<file path="src/rtl/maxpool_controller.sv">
// Max-pooling batch controller: clears the FIFOs, fills windows, then READ/POOL per window.
// Optional POOL watchdog: define MAXPOOL_CTRL_TIMEOUT_EN.
module maxpool_controller #(
  parameter int array_size = 9,
  parameter int cnt_width  = 8
) (
  input  logic                    clk,
  input  logic                    rst_n,
  input  logic                    start,
  input  logic [cnt_width-1:0]    num_win,
  input  logic                    in_valid,
  output logic                    in_ready,
  input  logic [4*array_size-1:0] full,
  input  logic [4*array_size-1:0] empty,
  input  logic [array_size-1:0]   mp_done,
  output logic [4*array_size-1:0] sel,
  output logic [array_size-1:0]   r_en,
  output logic [array_size-1:0]   enable,
  output logic                    clear,
  output logic                    busy,
  output logic                    out_valid,
  output logic                    done,
  output logic                    error
);

  localparam logic [2:0] S_IDLE   = 3'd0;
  localparam logic [2:0] S_CLEAR  = 3'd1;
  localparam logic [2:0] S_FILL   = 3'd2;
  localparam logic [2:0] S_READ   = 3'd3;
  localparam logic [2:0] S_POOL   = 3'd4;
  localparam logic [2:0] S_FINISH = 3'd5;

  logic [2:0]           state_q, state_d;
  logic [1:0]           q_q, q_d;
  logic [cnt_width-1:0] win_q, win_d;
  logic [cnt_width-1:0] rem_q, rem_d;
  logic                 error_q, error_d;
  logic                 done_q, done_d;
  logic                 ov_q, ov_d;
`ifdef MAXPOOL_CTRL_TIMEOUT_EN
  logic [7:0]           wd_q, wd_d;
`endif

  logic                 fill_ok;
  logic                 accept;
  logic [3:0]           q_hot;
  logic [cnt_width-1:0] win_inc;
  logic [cnt_width-1:0] rem_dec;
  logic                 pool_hold;

  // Beat acceptance and the per-lane quadrant one-hot
  always_comb begin
    fill_ok = (state_q == S_FILL) && !(|full);
    accept  = fill_ok && in_valid;
    q_hot   = 4'b0001 << q_q;
    win_inc = win_q + 1'b1;
    rem_dec = rem_q - 1'b1;
    // enable stays high until the lanes report done; the out_valid
    // cycle that follows is spent with the lanes idle
    pool_hold = (state_q == S_POOL) && !ov_q;
  end

  // Next-state and counter update
  always_comb begin
    state_d = state_q;
    q_d     = q_q;
    win_d   = win_q;
    rem_d   = rem_q;
    error_d = error_q;
    ov_d    = 1'b0;
    done_d  = (state_q == S_FINISH);
`ifdef MAXPOOL_CTRL_TIMEOUT_EN
    wd_d    = wd_q;
`endif
    unique case (state_q)
      S_IDLE: begin
        if (start) begin
          error_d = 1'b0;
          rem_d   = num_win;
          win_d   = '0;
          q_d     = 2'd0;
          if (num_win == '0)
            state_d = S_FINISH;
          else
            state_d = S_CLEAR;
        end
      end
      S_CLEAR: begin
        state_d = S_FILL;
      end
      S_FILL: begin
        if (accept) begin
          q_d = q_q + 2'd1;
          if (q_q == 2'd3) begin
            win_d = win_inc;
            if (win_inc == rem_q)
              state_d = S_READ;
          end
        end
      end
      S_READ: begin
`ifdef MAXPOOL_CTRL_TIMEOUT_EN
        wd_d = 8'd0;
`endif
        if (|empty) begin
          error_d = 1'b1;
          state_d = S_FINISH;
        end else begin
          state_d = S_POOL;
        end
      end
      S_POOL: begin
        if (ov_q) begin
          rem_d = rem_dec;
          if (rem_dec != '0)
            state_d = S_READ;
          else
            state_d = S_FINISH;
        end else if (&mp_done) begin
          ov_d = 1'b1;
`ifdef MAXPOOL_CTRL_TIMEOUT_EN
        end else if (wd_q == 8'd254) begin
          error_d = 1'b1;
          state_d = S_FINISH;
        end else begin
          wd_d = wd_q + 8'd1;
`endif
        end
      end
      S_FINISH: begin
        state_d = S_IDLE;
      end
      default: begin
        state_d = S_IDLE;
      end
    endcase
  end

  // State and counter registers, cleared asynchronously
  always_ff @(posedge clk or negedge rst_n) begin
    if (!rst_n) begin
      state_q <= S_IDLE;
      q_q     <= 2'd0;
      win_q   <= '0;
      rem_q   <= '0;
      error_q <= 1'b0;
      done_q  <= 1'b0;
      ov_q    <= 1'b0;
    end else begin
      state_q <= state_d;
      q_q     <= q_d;
      win_q   <= win_d;
      rem_q   <= rem_d;
      error_q <= error_d;
      done_q  <= done_d;
      ov_q    <= ov_d;
    end
  end

`ifdef MAXPOOL_CTRL_TIMEOUT_EN
  // POOL watchdog counter
  always_ff @(posedge clk or negedge rst_n) begin
    if (!rst_n)
      wd_q <= 8'd0;
    else
      wd_q <= wd_d;
  end
`endif

  // Outputs decoded from state; states are exclusive so sel/r_en/enable never overlap
  always_comb begin
    in_ready  = fill_ok;
    sel       = accept ? {array_size{q_hot}} : '0;
    r_en      = {array_size{state_q == S_READ}};
    enable    = {array_size{pool_hold}};
    clear     = (state_q == S_CLEAR);
    busy      = (state_q != S_IDLE);
    out_valid = ov_q;
    done      = done_q;
    error     = error_q;
  end

endmodule
</file>
<file path="config.mk">
export PLATFORM = sky130hd
export DESIGN_NAME = maxpool_controller
export DESIGN_NICKNAME = d
export VERILOG_FILES = /design/src/rtl/maxpool_controller.sv
export SDC_FILE = /design/constraint.sdc
export NUM_CORES = 1
export LEC_CHECK = 0
export CORE_MARGIN = 2
export CORE_UTILIZATION = 37
export DETAILED_ROUTE_END_ITERATION = 12
export PLACE_DENSITY_LB_ADDON = 0.05
export SLEW_MARGIN = 20
export SYNTH_ARGS = -nofsm -noshare
export SYNTH_HDL_FRONTEND = slang
export SYNTH_SLANG_ARGS = --single-unit
</file>
<file path="constraint.sdc">
create_clock -name clk -period 3.1 [get_ports clk]
set_input_delay 0.62 -clock clk [delete_from_list [all_inputs] [get_ports clk]]
set_output_delay 0.62 -clock clk [all_outputs]
set_load 0.005 [all_outputs]
</file>
==> impl_metrics.json <==
{
  "critPathRequiredTime_ns": 2.48,
  "worstSetupStartpointType": "input port",
  "ys_seq_area_frac": 0.249,
  "synth_ff_type": "dfrtp_1",
  "clk_path_buf_depth": 2,
  "antenna_found_initial": 0,
  "final.setup.worst_slack_ns": 0.0785,
  "p_leak_nw": 1.84,
  "drive_gt1_frac": 0.116,
  "fin_skew_ns": 0.00425,
  "slew_headroom": 0.689,
  "worst_ep_arrival_time_ns": 2.40,
  "grt_pass1_vias": 2305,
  "swShare": 0.399,
  "worstSetupPathType": "input port to output port",
  "post-route-period-util": 0.975,
  "cp-end-kind": "output port",
  "cts_tree": "done",
  "final_area_um2": 3730,
  "cts.htree.levels": 1,
  "slew_violations": 0,
  "max_stage_delay_ns": 0.42,
  "async_flop_share": 1.00,
  "initial_utilization": 0.382,
  "timing.fmax_mhz": 331,
  "placed_area_um2": 3610,
  "cts_hold_buffers": 0,
  "final_util": 0.591,
  "grt_pass1_wl_um": 11600,
  "p_sw_w": 0.000676,
  "min_path_type": "flop to flop",
  "cts_sinks": 24,
  "port_buffers": 152,
  "finalHoldViolCount": 0,
  "routabilityCongestion": 0.803,
  "track_usage": 0.198,
  "powerDensity_nw_per_um2": 454,
  "finalPower_w": 0.00169,
  "max-vdd-ir-drop_mv": 0.388,
  "final_cell_mix": "clkdlybuf4s50_1, dfrtp_1, nor4_1, dlymetal6s2s_1",
  "grt_overflow": 0,
  "syn_area_um2": 2410,
  "outcome": "complete, no violations",
  "numCtsBuffers": 3,
  "syn_avg_cell_area_um2": 7.86,
  "synthCells": 307,
  "yosysWarnings": 0,
  "internal_power_w": 0.00102,
  "whs_ns": 0.517,
  "dp_hpwl_um": 5760,
  "min_period_ns": 3.02,
  "routed_via_density": 5.21,
  "drt_first_pass_iters": 4,
  "core.rowCount": 29,
  "path_clk_slew_ns": 0.09,
  "core_um2": 6310,
  "clock_latency_ns": 0.27,
  "io_pins": 153,
  "n_antenna_cell": 0,
  "fill_cells": 616,
  "root_buffer": "clkbuf_8",
  "path_cells": "clkdlybuf4s50_1 > nor4_2 > nand4_2 > nor3_4 > buf_4 > and3_4 > dlygate4sd2_1",
  "synth.distinct_cells": 51,
  "die_area_um2": 7190,
  "area_delta_synth_final_pct": 54.5,
  "rsz0062_at_grt": "true",
  "synth_edf_count": 0,
  "maxCapViolCount": 0,
  "routed_wirelength_um": 7330,
  "grt_max_degree": 25,
  "drtIter0Drc": 128,
  "route.detailed.drc": 0,
  "mostFrequentLayoutCell": "clkdlybuf4s50_1",
  "clkPwrFrac": 0.129,
  "ys_ff_latch": 24,
  "power_frac_seq": 0.332,
  "wl_per_cell_um": 15.2,
  "crit_fanout": 11,
  "setup_viol": 0,
  "dieWidth_um": 84.8,
  "tightest_slew_ns": 0.455,
  "nNetsFinal": 507,
  "combPwrFrac": 0.538,
  "num_vias": 2517,
  "ant_nets": 0,
  "dpl_worst_slack_ns": -0.279,
  "die_h_um": 84.8,
  "cpMaxStageDelayCell": "clkdlybuf4s50_1",
  "mappedNetlistNets": 407
}
state kept, by name (all words and copies together) (netlist names):
register	flops
done	1
error	1
out_valid	1
q_q	2
rem_q	8
state_q	3
win_q	8
power groups by stage:
stage	Combinational, W	Sequential [W]	Clock (W)
2_1_floorplan	0.000730	0.000428	0
3_3_place_gp	0.000905	0.000562	0
3_5_place_dp	0.000910	0.000568	0
4_1_cts	0.000919	0.000560	0.000226
5_1_grt	0.00102	0.000581	0.000238
6_report	0.000912	0.000563	0.000219
final cells by class:
type                    count  area (µm²)  share of cell area
repair buffers            166        1610               0.432
multi-input cells         201        1330               0.356
flip-flops and latches     24         601               0.161
well taps                  77        96.3              0.0258
clock buffers               4        55.1              0.0148
inverters                  11        41.3              0.0111
per-layer routing:
metal / vias up / wire length (µm) / track usage
met4: 0 / 121 / 0.0390
met1: 1154 / 3100 / 0.250
li1: 1262 / - / -
met5: - / 0 / 0
met3: 8 / 429 / 0.0334
met2: 93 / 3680 / 0.356
synth_stat cells (2+ instances only):
cell,number,area (µm²)
nor4_1,23,144
nor3_1,7,35.0
buf_4,52,390
buf_6,3,33.8
nor2_1,19,71.3
o21ai_0,16,80.1
mux2i_1,4,40.0
a32oi_1,2,17.5
nand2_1,19,71.3
xor2_1,3,26.3
a21oi_1,18,90.1
and4_1,2,17.5
ha_1,7,87.6
and2_1,3,18.8
a41oi_1,3,26.3
a31oi_1,8,50.1
nand2b_1,6,37.5
o22ai_1,3,18.8
nand4_1,4,25.0
inv_1,11,41.3
nand3_1,14,70.1
xnor2_1,4,35.0
dfrtp_1,24,601
buf_2,6,30.0
and3_1,6,37.5
nor3b_1,3,22.5
a211oi_1,2,15.0
nor2b_1,2,12.5
clkbuf_1,11,41.3
stage by stage:
stage | setup TNS, ns | instances
2_1_floorplan | 0 | 307
3_3_place_gp | -8.04 | 474
3_5_place_dp | -9.33 | 474
4_1_cts | -2.22 | 481
5_1_grt | -0.152 | 483
6_report | 0 | 483
logic make-up (layout without fill, tap and decap cells):
kind of cell             after synthesis  count (layout)  share of synthesized area
flip-flops                            24              24                      0.249
adder cells (fa/ha/maj)                7               7                     0.0363
AO/OA/AOI/OAI                         63              63                      0.166
multiplexers                           4               4                     0.0166
XOR/XNOR                               7               7                     0.0254
buffers and inverters                 83             181                      0.222
AND/OR/NAND/NOR                      119             120                      0.285
final timing paths:
| check | start | to | slack (ns) | depth (start not counted) |
|---|---|---|---|---|
| worst max-delay path | full[20] | sel[15] | 0.08 | 7 |
| worst min-delay path | error | error | 0.52 | 2 |
| worst max register to register | win_q[0] | state_q[0] | 0.71 | 7 |
| worst min register to register | error | error | 0.52 | 2 |
| max in group asynchronous | rst_n | state_q[2] | 2.13 | 2 |
| min in group asynchronous | rst_n | win_q[0] | 0.72 | 2 |
timing repair:
action,4_1_cts,5_1_grt
resized for setup,27,47
pin swaps,4,2
endpoints found under the setup margin,36,37
cloned,1,0
setup buffers,2,3
worst max-delay path: cells and delay by family:
kind | cells | cell delay [ns]
simple gates | 4 | 0.94
buf+inv | 3 | 0.83
No activity file was read; power rests on OpenSTA's default activity.
